<file path="config.mk">
export PLATFORM = sky130hd
export DESIGN_NAME = fir_channel_scheduler_flat
export DESIGN_NICKNAME = d
export VERILOG_FILES = /design/src/rtl/fir_channel_scheduler_if.sv /design/src/rtl/fir_channel_scheduler.sv /design/src/flat_wrapper.sv
export SDC_FILE = /design/constraint.sdc
export NUM_CORES = 1
export LEC_CHECK = 0
export CORE_UTILIZATION = 42
export CTS_CLUSTER_SIZE = 20
export DETAILED_ROUTE_END_ITERATION = 7
export PLACE_DENSITY_LB_ADDON = 0.08
export SLEW_MARGIN = 20
export SYNTH_ARGS = -nofsm -noshare
export SYNTH_HDL_FRONTEND = slang
export SYNTH_SLANG_ARGS = --single-unit
</file>
<file path="constraint.sdc">
create_clock -name clk -period 2.05 [get_ports clk]
set_input_delay 0.3075 -clock clk [delete_from_list [all_inputs] [get_ports clk]]
set_output_delay 0.3075 -clock clk [all_outputs]
set_load 0.01 [all_outputs]
</file>
<file path="src/rtl/fir_channel_scheduler_if.sv">
// ---------------------------------------------------------------------------
// fir_channel_scheduler_if
// Bundles the signals between the per-channel sample producers, the shared
// fir_filter, the output consumer and the scheduler.
//   req_valid / req_data / req_ready : per-channel sample stream (flat data,
//                                      channel i at [i*DATA_W +: DATA_W])
//   fir_data_in / fir_data_out       : registered sample to / result from filter
//   out_valid / out_chan / out_data  : tagged filter result
//   busy / grant_ch                  : scheduler status
// The scheduler side uses modport slave; producers/filter/consumer use master.
// ---------------------------------------------------------------------------
interface fir_channel_scheduler_if #(
   parameter int NUM_CH = 4,
   parameter int DATA_W = 8
);
   localparam int CH_W = (NUM_CH > 1) ? $clog2(NUM_CH) : 1;

   logic [NUM_CH-1:0]        req_valid;
   logic [NUM_CH*DATA_W-1:0] req_data;
   logic [NUM_CH-1:0]        req_ready;
   logic [DATA_W-1:0]        fir_data_in;
   logic [DATA_W-1:0]        fir_data_out;
   logic                     out_valid;
   logic [CH_W-1:0]          out_chan;
   logic [DATA_W-1:0]        out_data;
   logic                     busy;
   logic [CH_W-1:0]          grant_ch;

   modport slave (
      input  req_valid, req_data, fir_data_out,
      output req_ready, fir_data_in, out_valid, out_chan, out_data, busy, grant_ch
   );

   modport master (
      output req_valid, req_data, fir_data_out,
      input  req_ready, fir_data_in, out_valid, out_chan, out_data, busy, grant_ch
   );
endinterface

</file>
<file path="src/rtl/fir_channel_scheduler.sv">
// ---------------------------------------------------------------------------
// fir_channel_scheduler
// Time-multiplexes one fir_filter between NUM_CH sample sources. A round-robin
// arbiter grants a channel for a burst of up to BURST_LEN samples, then
// FLUSH_LEN zero samples clear the filter history. A {valid, channel} tag
// pipeline, FIR_LAT stages behind the fir_data_in register, labels results.
// Ports:
//   clk      : clock
//   reset_n  : asynchronous active-low reset
//   bus      : fir_channel_scheduler_if.slave (request streams, filter
//              in/out, tagged output, status)
// ---------------------------------------------------------------------------
module fir_channel_scheduler #(
   parameter int NUM_CH    = 4,
   parameter int DATA_W    = 8,
   parameter int BURST_LEN = 16,
   parameter int FLUSH_LEN = 4,
   parameter int FIR_LAT   = 2
) (
   input  logic                   clk,
   input  logic                   reset_n,
   fir_channel_scheduler_if.slave bus
);
   localparam int CH_W = (NUM_CH > 1) ? $clog2(NUM_CH) : 1;
   localparam int BC_W = $clog2(BURST_LEN + 1);
   localparam int FC_W = (FLUSH_LEN > 0) ? $clog2(FLUSH_LEN + 1) : 1;

   typedef enum logic [1:0] {IDLE, BURST, FLUSH} state_e;

   state_e                   state_q, state_d;
   logic [CH_W-1:0]          rr_q, rr_d;
   logic [CH_W-1:0]          grant_q, grant_d;
   logic [BC_W-1:0]          bcnt_q, bcnt_d, bcnt_inc;
   logic [FC_W-1:0]          fcnt_q, fcnt_d;
   logic [DATA_W-1:0]        fin_q, fin_d;
   logic                     tag_v_d;
   logic                     arb_hit;
   logic [CH_W-1:0]          arb_sel;
   // Stage 0 is written together with fir_data_in; stage FIR_LAT lines up
   // with the matching fir_data_out.
   logic [FIR_LAT:0]           vld_pipe_q;
   logic [FIR_LAT:0][CH_W-1:0] ch_pipe_q;

   // Round-robin pick: walk offsets from high to low so the smallest offset
   // from rr_q (first channel at or after the pointer) wins.
   always_comb begin
      arb_hit = 1'b0;
      arb_sel = rr_q;
      for (int i = NUM_CH - 1; i >= 0; i--) begin
         if (bus.req_valid[(int'(rr_q) + i) % NUM_CH]) begin
            arb_hit = 1'b1;
            arb_sel = CH_W'((int'(rr_q) + i) % NUM_CH);
         end
      end
   end

   assign bcnt_inc = bcnt_q + BC_W'(1);

   always_comb begin
      state_d = state_q;
      rr_d    = rr_q;
      grant_d = grant_q;
      bcnt_d  = bcnt_q;
      fcnt_d  = fcnt_q;
      fin_d   = '0;
      tag_v_d = 1'b0;
      case (state_q)
         IDLE: begin
            if (arb_hit) begin
               grant_d = arb_sel;
               bcnt_d  = '0;
               state_d = BURST;
            end
         end
         BURST: begin
            if (bus.req_valid[grant_q]) begin
               fin_d   = bus.req_data[int'(grant_q)*DATA_W +: DATA_W];
               tag_v_d = 1'b1;
               bcnt_d  = bcnt_inc;
            end
            // A valid drop ends the burst; that cycle feeds a zero sample.
            if (!bus.req_valid[grant_q] || bcnt_inc == BC_W'(BURST_LEN)) begin
               rr_d    = (grant_q == CH_W'(NUM_CH - 1)) ? '0 : grant_q + CH_W'(1);
               fcnt_d  = '0;
               state_d = (FLUSH_LEN == 0) ? IDLE : FLUSH;
            end
         end
         FLUSH: begin
            fcnt_d = fcnt_q + FC_W'(1);
            if (int'(fcnt_q) >= FLUSH_LEN - 1) state_d = IDLE;
         end
         default: state_d = IDLE;
      endcase
   end

   always_ff @(posedge clk or negedge reset_n) begin
      if (!reset_n) begin
         state_q    <= IDLE;
         rr_q       <= '0;
         grant_q    <= '0;
         bcnt_q     <= '0;
         fcnt_q     <= '0;
         fin_q      <= '0;
         vld_pipe_q <= '0;
         ch_pipe_q  <= '0;
      end else begin
         state_q    <= state_d;
         rr_q       <= rr_d;
         grant_q    <= grant_d;
         bcnt_q     <= bcnt_d;
         fcnt_q     <= fcnt_d;
         fin_q      <= fin_d;
         vld_pipe_q <= {vld_pipe_q[FIR_LAT-1:0], tag_v_d};
         ch_pipe_q  <= {ch_pipe_q[FIR_LAT-1:0], grant_q};
      end
   end

   for (genvar c = 0; c < NUM_CH; c++) begin : g_rdy
      assign bus.req_ready[c] = (state_q == BURST) && (grant_q == CH_W'(c));
   end

   assign bus.fir_data_in = fin_q;
   assign bus.out_valid   = vld_pipe_q[FIR_LAT];
   assign bus.out_chan    = ch_pipe_q[FIR_LAT];
   assign bus.out_data    = bus.fir_data_out;
   assign bus.busy        = (state_q != IDLE);
   assign bus.grant_ch    = grant_q;
endmodule

</file>
<file path="src/flat_wrapper.sv">
// flat-port wrapper written by rule: the top's interface ports become plain ports
module fir_channel_scheduler_flat 
#(
   parameter int NUM_CH    = 4,
   parameter int DATA_W    = 8,
   parameter int BURST_LEN = 16,
   parameter int FLUSH_LEN = 4,
   parameter int FIR_LAT   = 2
)
  (clk, reset_n, bus_req_valid, bus_req_data, bus_fir_data_out, bus_req_ready, bus_fir_data_in, bus_out_valid, bus_out_chan, bus_out_data, bus_busy, bus_grant_ch);
  fir_channel_scheduler_if #(.NUM_CH(NUM_CH), .DATA_W(DATA_W)) bus_i ();
  input  logic clk;
  input  logic reset_n;
  input wire logic [$bits(bus_i.req_valid)-1:0] bus_req_valid;
  input wire logic [$bits(bus_i.req_data)-1:0] bus_req_data;
  input wire logic [$bits(bus_i.fir_data_out)-1:0] bus_fir_data_out;
  output wire logic [$bits(bus_i.req_ready)-1:0] bus_req_ready;
  output wire logic [$bits(bus_i.fir_data_in)-1:0] bus_fir_data_in;
  output wire logic [$bits(bus_i.out_valid)-1:0] bus_out_valid;
  output wire logic [$bits(bus_i.out_chan)-1:0] bus_out_chan;
  output wire logic [$bits(bus_i.out_data)-1:0] bus_out_data;
  output wire logic [$bits(bus_i.busy)-1:0] bus_busy;
  output wire logic [$bits(bus_i.grant_ch)-1:0] bus_grant_ch;
  assign bus_i.req_valid = bus_req_valid;
  assign bus_i.req_data = bus_req_data;
  assign bus_i.fir_data_out = bus_fir_data_out;
  assign bus_req_ready = bus_i.req_ready;
  assign bus_fir_data_in = bus_i.fir_data_in;
  assign bus_out_valid = bus_i.out_valid;
  assign bus_out_chan = bus_i.out_chan;
  assign bus_out_data = bus_i.out_data;
  assign bus_busy = bus_i.busy;
  assign bus_grant_ch = bus_i.grant_ch;
  fir_channel_scheduler #(.NUM_CH(NUM_CH), .DATA_W(DATA_W), .BURST_LEN(BURST_LEN), .FLUSH_LEN(FLUSH_LEN), .FIR_LAT(FIR_LAT)) u_core (.clk(clk), .reset_n(reset_n), .bus(bus_i));
endmodule
</file>
== Yosys cells after proc, flatten, opt, wreduce, memory -nomap -nowiden ==
Index checks and enable logic that the tools add are counted.

* Word-level logic and storage cells: 90
* Bits in registers: 31
* Input port bits: 46
* Output and inout port bits: 26

* Mux-type cells: 35
* Bitwise gates (word level): 3
* Equal/unequal tests: 10
* $add $sub $neg: 6
* $lt $le $gt $ge: 6
* Reduce and logical (&&, ||, !) cells: 19
* Shift operators: 1

{| class="wikitable"
|+ Operator list
! cell !! number
|-
| indexed part select 32 x 6 -> 8 bit || 1
|-
| two-way mux 2 bit || 8
|-
| two-way mux 8 bit || 2
|-
| two-way mux 1 bit || 14
|-
| less-than comparator 3 x 4 -> 1 bit (second input constant) || 3
|-
| binary-select mux 1 bit (select 2 bit) || 5
|-
| two-way mux 5 bit || 2
|-
| case mux 5 bit (2 select lines) || 1
|-
| != test 2 x 1 -> 1 bit (second input constant) || 4
|-
| == test 2 bit (second input constant) || 3
|-
| less-than comparator 2 x 3 -> 1 bit (second input constant) || 2
|-
| case mux 2 bit (3 select lines) || 1
|-
| case mux 3 bit (2 select lines) || 1
|-
| AND reduction 2 bit || 3
|-
| AND reduction 3 bit || 2
|-
| nonzero test 2 bit || 3
|-
| OR reduction 2 bit || 3
|-
| adder 5 x 1 -> 5 bit (second input constant) || 1
|-
| == test 5 bit (second input constant) || 1
|-
| adder 2 x 1 -> 2 bit (second input constant) || 2
|-
| adder 2 bit (second input constant) || 2
|-
| == test 2 x 1 -> 1 bit (second input constant) || 2
|-
| logical AND 1 bit || 4
|-
| logical NOT 2 bit || 2
|-
| 6 further kinds || 8
|}

== Logic depth before layout (Yosys ltp) ==
Gate-level depths: netlist (run 1).

* Depth in word-level cells: 12
* Depth in mapped cells: 5
* Depth with buffers taken out: 5

== Worst setup path after synthesis (run 1) ==
Ideal clock, no wire load.

* Path kind: register to register
* From: register u_core.grant_q[0], in the netlist u_core.bus.grant_ch[0]
* To: register u_core.fin_q[0], in the netlist u_core.bus.fir_data_in[0]
* Clock period less this slack: 1.606 ns
* Arrival: 1.486 ns
* Cell stages (with the launch flop): 4
* Path buffers: 1
* Data required time: 1.930 ns
* Setup time: 0.120 ns
* Slack: 0.444 ns
* Path through: dfrtp_1 -> buf_2 -> mux4_2 -> and3_1

* Cells in the longest elaborated chain, start to end: 4
* Elaborated cells on any way between the ends: 5
* Classes of those cells: shift: 1; mux: 4

{| class="wikitable"
|+ RTL lines
! element !! RTL line !! text
|-
| start, declared || fir_channel_scheduler.sv:32 || <nowiki>logic [CH_W-1:0] grant_q, grant_d;</nowiki>
|-
| start signal, assigned || fir_channel_scheduler.sv:109 || <nowiki>grant_q <= grant_d;</nowiki>
|-
| branches (longest 2 deep; another with indexed part select 32 x 6 -> 8 bit) || - ||
|-
| two-way mux 8 bit (*) || fir_channel_scheduler.sv:76 || <nowiki>if (bus.req_valid[grant_q]) begin</nowiki>
|-
| two-way mux 8 bit (*) || fir_channel_scheduler.sv:67 || <nowiki>case (state_q)</nowiki>
|-
| net u_core.fin_d[0] || fir_channel_scheduler.sv:35 || <nowiki>logic [DATA_W-1:0] fin_q, fin_d;</nowiki>
|-
| end signal, assigned || fir_channel_scheduler.sv:112 || <nowiki>fin_q <= fin_d;</nowiki>
|-
| end, declared || fir_channel_scheduler.sv:35 ||
|}

Mark *: on every way through the listed nets, which the timed path passes. The select of a mux whose other input is x is not followed.
A chain may end at the register's enable or synchronous reset.

== Worst setup path in the final report (run 1) ==
* From: register u_core.state_q[1]
* To: output port bus_req_ready[0]

* Cells in the longest elaborated chain, start to end: 2

{| class="wikitable"
|+ RTL lines
! element !! RTL line !! text
|-
| start, declared || fir_channel_scheduler.sv:30 || <nowiki>state_e state_q, state_d;</nowiki>
|-
| start signal, assigned || fir_channel_scheduler.sv:107 || <nowiki>state_q <= state_d;</nowiki>
|-
| == test 2 x 1 -> 1 bit || fir_channel_scheduler.sv:119 || <nowiki>assign bus.req_ready[c] = (state_q == BURST) && (grant_q == CH_W'(c));</nowiki>
|-
| logical AND 1 bit || fir_channel_scheduler.sv:119 ||
|-
| end, declared || flat_wrapper.sv:17 || <nowiki>output wire logic [$bits(bus_i.req_ready)-1:0] bus_req_ready;</nowiki>
|}

Every way passes these cells.

==> results summary, run 1 <==
For this block, the via count after detailed routing is between 1000 and 1500. Leaving out fill and tap cells, the most frequent cell in the layout is clkdlybuf4s50_1. The startpoint type of the worst setup path is a flip-flop. The antenna diode count is 0. The shortest period the worst path allows is between 1.5 and 2 ns.

The area of the mapped netlist is 0.00166 mm2. The detail-routed via count per cell came out at 5.12. Walking the worst path, the cells encountered are and2b_2, and2_1, clkdlybuf4s50_1. The number of endpoints with negative hold slack in the final report came out at 0.

The tightest min-delay check is of the reg2reg type. The post-route clock skew is around 0.010 ns. The routed wire length on met2 is approximately 2000 um. The number of hold buffers added after cts is 0. The residual DRC count is 0. Across the whole layout, storage elements account for 778 um2.

Clock-pin slew was measured on the worst setup and hold paths at roughly 0.070 ns. Once detailed placement completed, the half-perimeter wirelength came to 2810 um. Counting both buffers and inverters, the worst setup path holds a total of 1. Among all flip-flop cells after synthesis, the most frequent one is dfrtp_1. By area the synthesized netlist is led by dfrtp_1, mux4_2, ha_1. The post-synth net total is between 150 and 200. The initial utilization of the core area, before any placement, comes to approximately 45%. In this run the horizontal extent of the chip is 64.8 um.

The overall die area came out at 0.00420 mm2. The routed length per placed instance is 14.3 um. Setup repair after global routing left no endpoint under its margin. In this run the biggest area consumer among cell types represents between 40% and 50% of the synthesized area. The worst path arrival time is 1.62 ns. The number of global-route vias before repair came out at 1289. The maximum level of the CTS H-tree is 2.

The number of buffers on the longest clock path came out at 2. The number of library cell types mapped by synthesis is 36. The final max-slew violation count is 0. The max-cap check violation count is 0. The slew of the pin with the lowest slew margin came out at around 0.48 ns. The worst setup path is captured at an output pin. The final cell count without fillers came out at 257.

The slowest stage of the critical path is the clkdlybuf4s50_1 cell. For the worst-skew pair, the clock arrives at the later sink with an insertion delay of between 0.2 and 0.3 ns. The multi-input logic area came out at between 700 and 800 um2. For this run, the top clock speed supported by timing is 518 MHz. The run finished with clean final reports. The accumulated negative setup slack came out at 0 ns.

Entering global routing, the biggest net connects 32 pins. The library cells used most frequently in the layout, excluding fill and tap cells, are clkdlybuf4s50_1, dfrtp_1, buf_4, nand2_1, mux4_2. For the worst setup path, the data required time is about 1.7 ns.

The count of flip-flops with a built-in enable after synthesis came out at 0. The number of DRC markers in iteration 0 came out at 56. The worst hold slack after final layout came out at between 0.3 and 0.4 ns. The power per unit of standard cell area is 1280 mW/mm2. The fraction of layout instances using a drive strength above 1 is 20.1%. The routed design has 3670 um of wire.

~70 I/O pins were placed. The total length of routed met3 wires came out at roughly 210 um. The count of nets left with antenna violations once routing finished came out at 0.

The layout filler cell count is around 310. The clock sink total is 31. The number of warning messages in the yosys log came out at 0. The number of buffers inserted during clock tree synthesis came out at 5. For this design the static power due to leakage is between 1 and 1.5 nW. After layout, the worst path uses between 90% and 100% of the clock period.

The detailed-routing iteration count for the pre-antenna-repair pass is 4. The sequential share of the synthesized area came out at roughly 47%. TritonCTS built the clock tree. The number of antenna violations at the first check in global routing came to 0.

In this run the top signal layer used is met4. The overall overflow remaining after global route is 0. The max-slew headroom at the worst pin came out at roughly two thirds. The congestion estimate from routability-driven global placement came to slightly below 0.7. In the global route stage, overall resource usage came out at 18.8%.

The worst-case vdd ir drop came out at 661 uV. The placeable core region is roughly 0.0037 mm2. The number of I/O port buffers came out at 55.

The number of register bits inferred by synthesis is 31. The length of routed wiring on met1 is around 1500 um. In the final design database the tool counted around 260 nets. The placed instance count is about 240. The share of flip-flops with an asynchronous set or reset after synthesis is 100%. On the worst path, the slowest cell contributes a delay of approximately 0.54 ns. Setup violations remaining at the end of the flow were counted as 0. The floorplan step set the die height to between 60 and 70 um. The wire length of the first global-routing pass is around 5900 um. The start-to-end type of the worst setup path is reg2out. The area added between synthesis and finish is 46.1%. The critical path's top delay family is buffers and inverters.

The average footprint of a synthesized cell is roughly 12 um2. The row count is 22. The cell sitting at the root of the clock tree is a clkbuf_8.

The maximum net fanout on the critical path came out at 8. Summed over all instances, the cell type with the most area after synthesis is dfrtp_1. The count of mapped cells out of synthesis is around 140.
-- sequential cells by signal, summed over array words and instances, names as in the netlist --
name / flops
u_core.bcnt_q: 5
u_core.fcnt_q: 3
u_core.bus.fir_data_in: 8
u_core.bus.out_chan: 2
u_core.state_q: 2
u_core.rr_q: 2
u_core.vld_pipe_q: 3
u_core.bus.grant_ch: 2
u_core.ch_pipe_q: 4
-- through the flow --
stage	util, %	power (mW)	worst slack [ns]	instance area (um2)
finish	65.1	3.11	0.118	2420
global route	65.1	3.33	0.0214	2420
CTS	64.1	3.07	0.0516	2380
detailed placement	60.8	2.44	0.121	2260
global placement	60.8	2.38	0.157	2260
floorplan	-	1.84	0.444	1660
-- worst reg2reg max path, cell delays in order, from the launching register on --
cell,delay (ns)
dfrtp_2,0.43
buf_4,0.15
mux4_2,0.59
nand2_2,0.12
inv_1,0.11
mux2_2,0.28
-- area by class of cell --
cell class / count / area share, %
flip-flops and latches: 31 / 32.2
multi-input cells: 92 / 31.5
repair buffers: 72 / 28.0
clock buffers: 6 / 3.41
well taps: 48 / 2.48
clock inverters: 2 / 1.45
inverters: 6 / 0.931
-- what timing repair did --
item,CTS,global route
endpoints found under the setup margin,2,4
resized for setup,2,1
buffers inserted,0,5
pin swaps,0,0
endpoints found under the hold margin,0,0
-- final timing paths --
| path | start | end | slack, ns | depth (start not counted) |
|---|---|---|---|---|
| max in group asynchronous | reset_n | u_core.bus.grant_ch[1]$_DFFE_PN0P_ | 1.33 | 2 |
| worst max register to register | u_core.bus.grant_ch[0]$_DFFE_PN0P_ | u_core.bcnt_q[0]$_DFFE_PN0P_ | 0.27 | 5 |
| worst min-delay path | u_core.ch_pipe_q[1]$_DFF_PN0_ | u_core.ch_pipe_q[3]$_DFF_PN0_ | 0.35 | 0 |
| min in group asynchronous | reset_n | u_core.ch_pipe_q[3]$_DFF_PN0_ | 0.42 | 2 |
| worst max-delay path | u_core.state_q[1]$_DFFE_PN0P_ | bus_req_ready[0] | 0.12 | 3 |
| worst min register to register | u_core.ch_pipe_q[1]$_DFF_PN0_ | u_core.ch_pipe_q[3]$_DFF_PN0_ | 0.35 | 0 |
-- logic make-up (layout without fill, tap and decap cells) --
group / after synthesis / in the layout / synth area share, %
XOR/XNOR: 3 / 3 / 1.59
AO/OA/AOI/OAI: 28 / 28 / 11.6
AND/OR/NAND/NOR: 43 / 43 / 14.0
flip-flops: 31 / 31 / 46.8
buffers and inverters: 21 / 86 / 7.17
multiplexers: 11 / 11 / 13.5
adder cells (fa/ha/maj): 7 / 7 / 5.29
-- layer usage --
metal / vias to the layer above / global-route usage (%)
li1: 632 / -
met1: 632 / 21.5
met2: 47 / 33.9
met3: 4 / 4.05
met4: 0 / 7.50
met5: - / 0
-- power breakdown --
group	total, mW	internal [mW]	leakage [nW]	switching, mW
clock network	0.614	0.393	0.0612	0.221
registers	1.02	0.853	0.403	0.169
logic	1.47	0.833	0.624	0.639
-- synthesized netlist by cell type (4+ instances only) --
library cell   n
and2_1         4
nand2_1       11
mux4_2         9
nor2_1         6
ha_1           7
inv_1          6
a21oi_1        7
and3_1         8
nor2b_1        4
o21ai_0        5
dfrtp_1       31
buf_4         10
Power figures use the tool's default switching activity.
==> run 2: changes to the inputs <==
--- a/config.mk
+++ b/config.mk
@@ -5,7 +5,7 @@
 export SDC_FILE = /design/constraint.sdc
 export NUM_CORES = 1
 export LEC_CHECK = 0
-export CORE_UTILIZATION = 42
+export CORE_UTILIZATION = 30
 export CTS_CLUSTER_SIZE = 20
 export DETAILED_ROUTE_END_ITERATION = 7
 export PLACE_DENSITY_LB_ADDON = 0.08
==> run 2 against run 1 <==
Against the previous run:
- register-to-register slack gained 0.05 ns
- fmax down 1.6%
- non-clock buffer count down 4
- first-iteration DRC count is 27% lower
- clock skew down 0.0043 ns
- setup slack worse by 0.032 ns
- final area down 1.3%
- flip-flop and latch count did not move
- global-route usage shrank 4.3 points
- power down 6.4%
- routed wire length grew 0.79%
- sequential power about the same
- highest routed layer unchanged
==> results summary, run 2 (synthesized netlist as in run 1, its figures left out) <==
The flow ran to the end, and the final reports show no timing, DRC or antenna violations. The worst pin sits at a relative slew slack of around 67%. The maximum level of the CTS H-tree came out at 2. The number of buffers on the longest clock path is 2.

The register-to-register setup slack is about 0.32 ns. In the final timing run, aggregate negative setup slack is 0 ns. The max-cap check violation count is 0. The overall overflow remaining after global route came out at 0.

Routability-driven placement finished with a final weighted congestion of about 0.74. The floorplan step defined a core boundary enclosing between 0.005 and 0.006 mm2. The clock sink total is 31. The area added between synthesis and finish is 44.1%. Setup repair after global routing left no endpoint under its margin.

The number of antenna-violating nets in the routed design is 0. The worst-path cell with the longest stage delay is clkdlybuf4s50_1. The worst reg2reg path startpoint is u_core.bus.grant_ch[0]$_DFFE_PN0P_. The static power due to leakage is approximately 1.1 nW.

The wire length of the first global-routing pass came out at 6550 um. The startpoint type of the worst setup path is a flip-flop. The final total power came out at ~2.9 mW. The starting density of the core is 31.8%. The analysis attributes to net switching a power of around 1 mW.

The overall routed net length is roughly 3700 um. The switching part of the total came out at 34.6%. The total half-perimeter wirelength after legalization and detailed placement came out at 2900 um. The number of nets in the layout came out at 257. The maximum cell stage delay along the critical path came out at 0.55 ns. The floorplan step defined a die boundary enclosing 0.00582 mm2. The met3 usage in global routing is 4.55%.

The worst hold path belongs to the class reg2reg. The fraction of power consumed by the clock network is between 10% and 20%. Of all nets on the critical path, the largest fanout is 9. The number of global-route vias before repair came out at 1394. The part of the total power dissipated in combinational logic is about half.

The met1 track demand over resource in global routing came out at between 10% and 20%. a little over 70 I/O pins were placed. The setup violation total in the final timing report came out at 0.

The layout filler cell count came out at about 500. Leaving out fill and tap cells, the most frequent cells in the layout are clkdlybuf4s50_1, dfrtp_1, buf_4, nand2_1, mux4_2. The pin count of the biggest net entering global routing is 32. The row count came out at 26. Counting the buffers created by CTS gives 5. The peak-usage layer in the global routing report is met2.

The detailed-routing iteration count for the pre-antenna-repair pass came out at 4. The final clock period utilization by the worst path is 95.8%. The portion of total power attributed to sequential cells came out at between 30% and 40%.

The routed length per placed instance came out at roughly 13 um. The antenna diode count came out at 0. Tracing the worst setup path back leads to its startpoint at u_core.state_q[1]$_DFFE_PN0P_. The first routing iteration left between 40 and 50 violations. STA classifies the critical path endpoint as an output pin. Leaving out fill and tap cells, the most frequent cell in the layout is clkdlybuf4s50_1. The shortest period the worst path allows came out at between 1.5 and 2 ns. The worst path arrival time is between 1.5 and 2 ns. TritonCTS built the clock tree. The startpoint of the lowest-slack hold path is u_core.vld_pipe_q[1]$_DFF_PN0_. The final max-slew violation count is 0. The worst hold path passes through 0 cells. The post-route clock skew came out at ~0.006 ns.

The die is about 76 um tall. The source-to-sink clock delay at the later pin of the worst-skew pair came out at 0.28 ns. The floorplan step set the die width to ~76 um. By startpoint and endpoint, the worst setup path is classified as reg2out. The clock root buffer master is clkbuf_8. The post-CTS clock slew at the launch and capture registers of the worst setup and hold paths came out at ~0.060 ns. At the pin with the least slew margin, the transition time is around 0.48 ns. The residual DRC count is 0. For this run, global-route usage on met2 was measured as a little under a quarter.

The power per unit of standard cell area came out at approximately 1200 mW/mm2. The detail-routed via count per cell came out at ~4.6. IR analysis of the VDD net gives a maximum drop of 522 uV. The number of I/O port buffers came out at between 50 and 60. The fraction of layout instances using a drive strength above 1 came out at between 10% and 20%. The achievable frequency is slightly above 500 MHz. In this run, post-CTS hold repair placed 0 buffers.

The count of vias placed by the detailed router came out at ~1300. The number of endpoints with negative hold slack in the final report is 0. STA puts the critical path data required time at approximately 1.7 ns. The number of antenna violations at the first check in global routing is 0. The signal on the critical path passes through and2b_2, and2_1, clkdlybuf4s50_1.

In this run the critical register-to-register path is captured at u_core.bcnt_q[0]$_DFFE_PN0P_. The path with the worst hold slack has its endpoint at u_core.vld_pipe_q[2]$_DFF_PN0_. The global-route usage over all layers is between 10 and 15%. The register with the most flip-flops in the layout has 8 of them. The number of cells traversed by the worst register-to-register path came out at 5. The internal power is about 1.9 mW.
==> run 2: cell types whose count changed in the layout (fill, tap and decap cells not counted), sizes merged <==
cell,previous run,this run
buf,17,13
bufinv,1,0
==> run 2: worst max path at each step <==
stage,endpoint,depth (start not counted)
2_1_floorplan,u_core.bus.fir_data_in[0]$_DFF_PN0_,3
3_3_place_gp,u_core.bcnt_q[0]$_DFFE_PN0P_,5
3_5_place_dp,u_core.bcnt_q[0]$_DFFE_PN0P_,5
4_1_cts,bus_req_ready[3],3
5_1_grt,bus_req_ready[2],3
6_report,bus_req_ready[3],3
==> run 2: through the flow <==
stage,std cells,hold WS [ns],setup WS (ns),util [%],area (um2)
after CTS,272,0.348,0.0474,45.6,2370
after global placement,265,0.333,0.189,43.8,2280
final,274,0.348,0.0860,45.9,2390
after detailed placement,265,0.335,0.164,43.8,2280
after floorplan,144,0.0119,0.444,-,1660
after global routing,274,0.354,0.00162,45.9,2390
==> run 2: final cells by class <==
cell class / instances / area, um2 / share of cell area, %
inverter: 6 / 22.5 / 0.943
sequential: 31 / 778 / 32.6
tap: 70 / 87.6 / 3.67
clock buffer: 6 / 82.6 / 3.46
timing repair buffer: 68 / 648 / 27.1
multi-input combinational: 92 / 763 / 32.0
clock inverter: 1 / 5.00 / 0.210
==> run 2: per-layer routing <==
| layer | up-vias | part of all wire, % |
|---|---|---|
| met2 | 35 | 50 |
| met5 | - | 0 |
| li1 | 622 | - |
| met3 | 12 | 4.4 |
| met1 | 597 | 43 |
| met4 | 0 | 2.4 |
==> run 2: worst max-delay path, delay by kind of cell, from the launching register on <==
kind | cells | cell delay [ns]
simple gates | 2 | 0.44
buf+inv | 1 | 0.55
flops | 1 | 0.39
==> run 2: repair_timing <==
item                       4_1_cts  5_1_grt
gates resized for setup          2        1
setup endpoints to repair        3        4
setup buffers                    0        2
==> run 2: power groups by stage <==
stage	logic, mW	clock network [mW]	registers [mW]
final	1.41	0.476	1.02
after global routing	1.58	0.522	1.06
after CTS	1.40	0.492	1.03
after detailed placement	1.40	0	1.04
after global placement	1.37	0	1.03
after floorplan	0.811	0	1.03
==> run 3: changes to the inputs <==
--- a/config.mk
+++ b/config.mk
@@ -6,6 +6,7 @@
 export NUM_CORES = 1
 export LEC_CHECK = 0
 export CORE_UTILIZATION = 30
+export CTS_BUF_LIST = sky130_fd_sc_hd__clkbuf_16
 export CTS_CLUSTER_SIZE = 20
 export DETAILED_ROUTE_END_ITERATION = 7
 export PLACE_DENSITY_LB_ADDON = 0.08
@@ -13,3 +14,4 @@
 export SYNTH_ARGS = -nofsm -noshare
 export SYNTH_HDL_FRONTEND = slang
 export SYNTH_SLANG_ARGS = --single-unit
+export TNS_END_PERCENT = 20
==> run 3 against run 2 <==
Against the previous run:
- count of clock-buffer cells in the layout shrank 1
- utilization rose by 0.60 points
- setup slack improved by 0.0095 ns
- sequential power about the same
- clock skew down 0.0016 ns
- critical endpoint unchanged
- largest cell class unchanged
==> results summary, run 3 (synthesized netlist as in run 1, its figures left out) <==
The placed instance count is between 200 and 300. The number of antenna-violating nets in the routed design came out at 0. The number of flip-flops in the largest register is 8.

The worst min-delay path category is reg2reg. The number of I/O port buffers is 55. The number of cells traversed by the worst register-to-register path came out at 4. The launching instance or port of the critical path is u_core.state_q[1]$_DFFE_PN0P_. The count of vias placed by the detailed router came out at around 1300.

The number of clock buffers added by TritonCTS is 5. TritonCTS built the clock tree. The final clock period utilization by the worst path is 95.3%.

The total half-perimeter wirelength after legalization and detailed placement came out at around 2900 um. The final cell count without fillers is ~270. In this run the critical register-to-register path is captured at u_core.bcnt_q[0]$_DFFE_PN0P_. The accumulated negative setup slack is 0 ns. The worst-case IR drop observed on VDD is just over 500 uV. The design area came out at 0.00242 mm2. The number of endpoints with negative hold slack in the final report came to 0.

Setup violations remaining at the end of the flow were counted as 0. The shortest period the worst path allows is 1.95 ns. The critical path's top delay family is buffers and inverters. The detail-routed via count per cell came out at roughly 4.7. The placer congestion estimate came out at ~0.74. By startpoint and endpoint, the worst setup path is classified as reg2out. Among all stages on the critical path, the largest delay is contributed by clkdlybuf4s50_1.

72 I/O pins were placed. The slew of the pin with the lowest slew margin came out at approximately 0.48 ns. The final total power is between 3 and 4 mW. The clock sink total is 31. The root buffer cell chosen for the clock tree is clkbuf_16. The repair_antennas step left the layout with diodes totalling 0.

The fraction of layout instances using a drive strength above 1 came out at about 17%. The number of nets in the layout is approximately 260. The routed length per placed instance came out at about 14 um. The area added between synthesis and finish is 46.0%.

The maximum level of the CTS H-tree came out at 2. The max-cap check violation count is 0. The maximum cell stage delay along the critical path came out at approximately 0.55 ns. The final core utilization came out at 46.5%. In this run the deepest clock path goes through 2 buffers. The starting density of the core came out at 31.8%. The power per unit of standard cell area is approximately 1300 mW/mm2.

The wire length of the first global-routing pass came out at 6670 um. The layout filler cell count came out at ~500. The source-to-sink clock delay at the later pin of the worst-skew pair is around 0.27 ns.

Leaving out fill and tap cells, the most frequent cell in the layout is clkdlybuf4s50_1. Following the worst setup path forward leads to its endpoint at bus_req_ready[3]. The worst path arrival time came out at 1.65 ns.

The number of global-route vias before repair was between 1000 and 1500. Data on the critical path is required at its endpoint by approximately 1.7 ns. The die covers 0.00582 mm2. The combined buffer and inverter count along the critical path came out at 1. The placeable core region came out at approximately 0.0052 mm2. STA classifies the critical path endpoint as an output pin.

The post-CTS clock slew at the launch and capture registers of the worst setup and hold paths came out at roughly 0.05 ns. The pin count of the biggest net entering global routing came out at 32. Before antenna repair, the detailed router went through 4 iterations. The post-CTS setup buffer count came out at 0.

The library cells used most frequently in the layout, excluding fill and tap cells, are clkdlybuf4s50_1, dfrtp_1, nand2_1, buf_4, mux4_2. In the global route stage, overall resource usage came out at approximately 15%. From bottom edge to top edge, the die measures 76.3 um. The flow ran to the end, and the final reports show no timing, DRC or antenna violations. Once placement finished, the instance area stood at about 0.0023 mm2.

The die is between 70 and 80 um wide. The achievable frequency came out at 512 MHz. The max-slew headroom at the worst pin came out at around 67%. STA classifies the critical path startpoint as a flip-flop.

The startpoint identified for the worst register-to-register timing path is u_core.bus.grant_ch[0]$_DFFE_PN0P_. Setup repair after global routing left no endpoint under its margin. The final layout contains routed wiring with a total length of about 3700 um.

After the first detailed-routing iteration, the DRC count stood at 42. The register-to-register setup slack is roughly 0.39 ns. The row count is 26.

The overall overflow remaining after global route came out at 0. The critical path crosses 3 cells after its start point. The static power due to leakage came out at between 1 and 1.5 nW. The critical path goes through and2b_2, and2_1, clkdlybuf4s50_1. The maximum net fanout on the critical path is 9. The post-route clock skew came out at around 0.0043 ns. After detailed routing, the number of remaining DRC violations is 0. The number of antenna violations at the first check in global routing is 0.

The final max-slew violation count is 0.
==> run 3: repair_timing <==
action                                  4_1_cts  5_1_grt
endpoints found under the setup margin        0        4
hold buffers                                  0        0
resized for setup                             0        3
==> run 3: cell type report <==
cell class	instances	area [um2]	share of cell area (%)
well taps	70	87.6	3.62
clock inverters	2	8.76	0.362
inverters	6	22.5	0.931
multi-input cells	92	763	31.6
clock buffers	5	125	5.17
repair buffers	66	633	26.2
flip-flops and latches	31	778	32.2
==> run 3: routing by layer <==
layer  vias up  global-route usage (%)  part of all wire (%)
li1        618                       -                     -
met1       610                    17.6                    42
met2        35                    24.4                    52
met3        13                    4.55                   4.2
met4         0                    7.31                   2.4
met5         -                       0                     0
==> run 3: worst min path at each step <==
stage / start / to / slack [ns] / cells after the start
2_1_floorplan: reset_n / u_core.bcnt_q[0]$_DFFE_PN0P_ / 0.01 / 0
3_3_place_gp: u_core.ch_pipe_q[3]$_DFF_PN0_ / u_core.bus.out_chan[1]$_DFF_PN0_ / 0.33 / 0
3_5_place_dp: u_core.ch_pipe_q[2]$_DFF_PN0_ / u_core.bus.out_chan[0]$_DFF_PN0_ / 0.33 / 0
4_1_cts: u_core.vld_pipe_q[1]$_DFF_PN0_ / u_core.vld_pipe_q[2]$_DFF_PN0_ / 0.35 / 0
5_1_grt: u_core.ch_pipe_q[3]$_DFF_PN0_ / u_core.bus.out_chan[1]$_DFF_PN0_ / 0.36 / 0
6_report: u_core.vld_pipe_q[1]$_DFF_PN0_ / u_core.vld_pipe_q[2]$_DFF_PN0_ / 0.34 / 0
==> run 3: power breakdown <==
| part | internal [mW] | switching, mW | leakage, nW |
|---|---|---|---|
| Combinational | 0.765 | 0.614 | 0.594 |
| Sequential | 0.855 | 0.178 | 0.403 |
| Clock | 0.434 | 0.237 | 0.0671 |
| Total | 2.05 | 1.03 | 1.06 |
==> run 3: per-stage QoR <==
| stage | hold WS (ns) | setup slack [ns] |
|---|---|---|
| final | 0.345 | 0.0955 |
| after floorplan | 0.0119 | 0.444 |
| after CTS | 0.346 | 0.0105 |
| after global placement | 0.333 | 0.189 |
| after detailed placement | 0.335 | 0.164 |
| after global routing | 0.358 | 0.00387 |
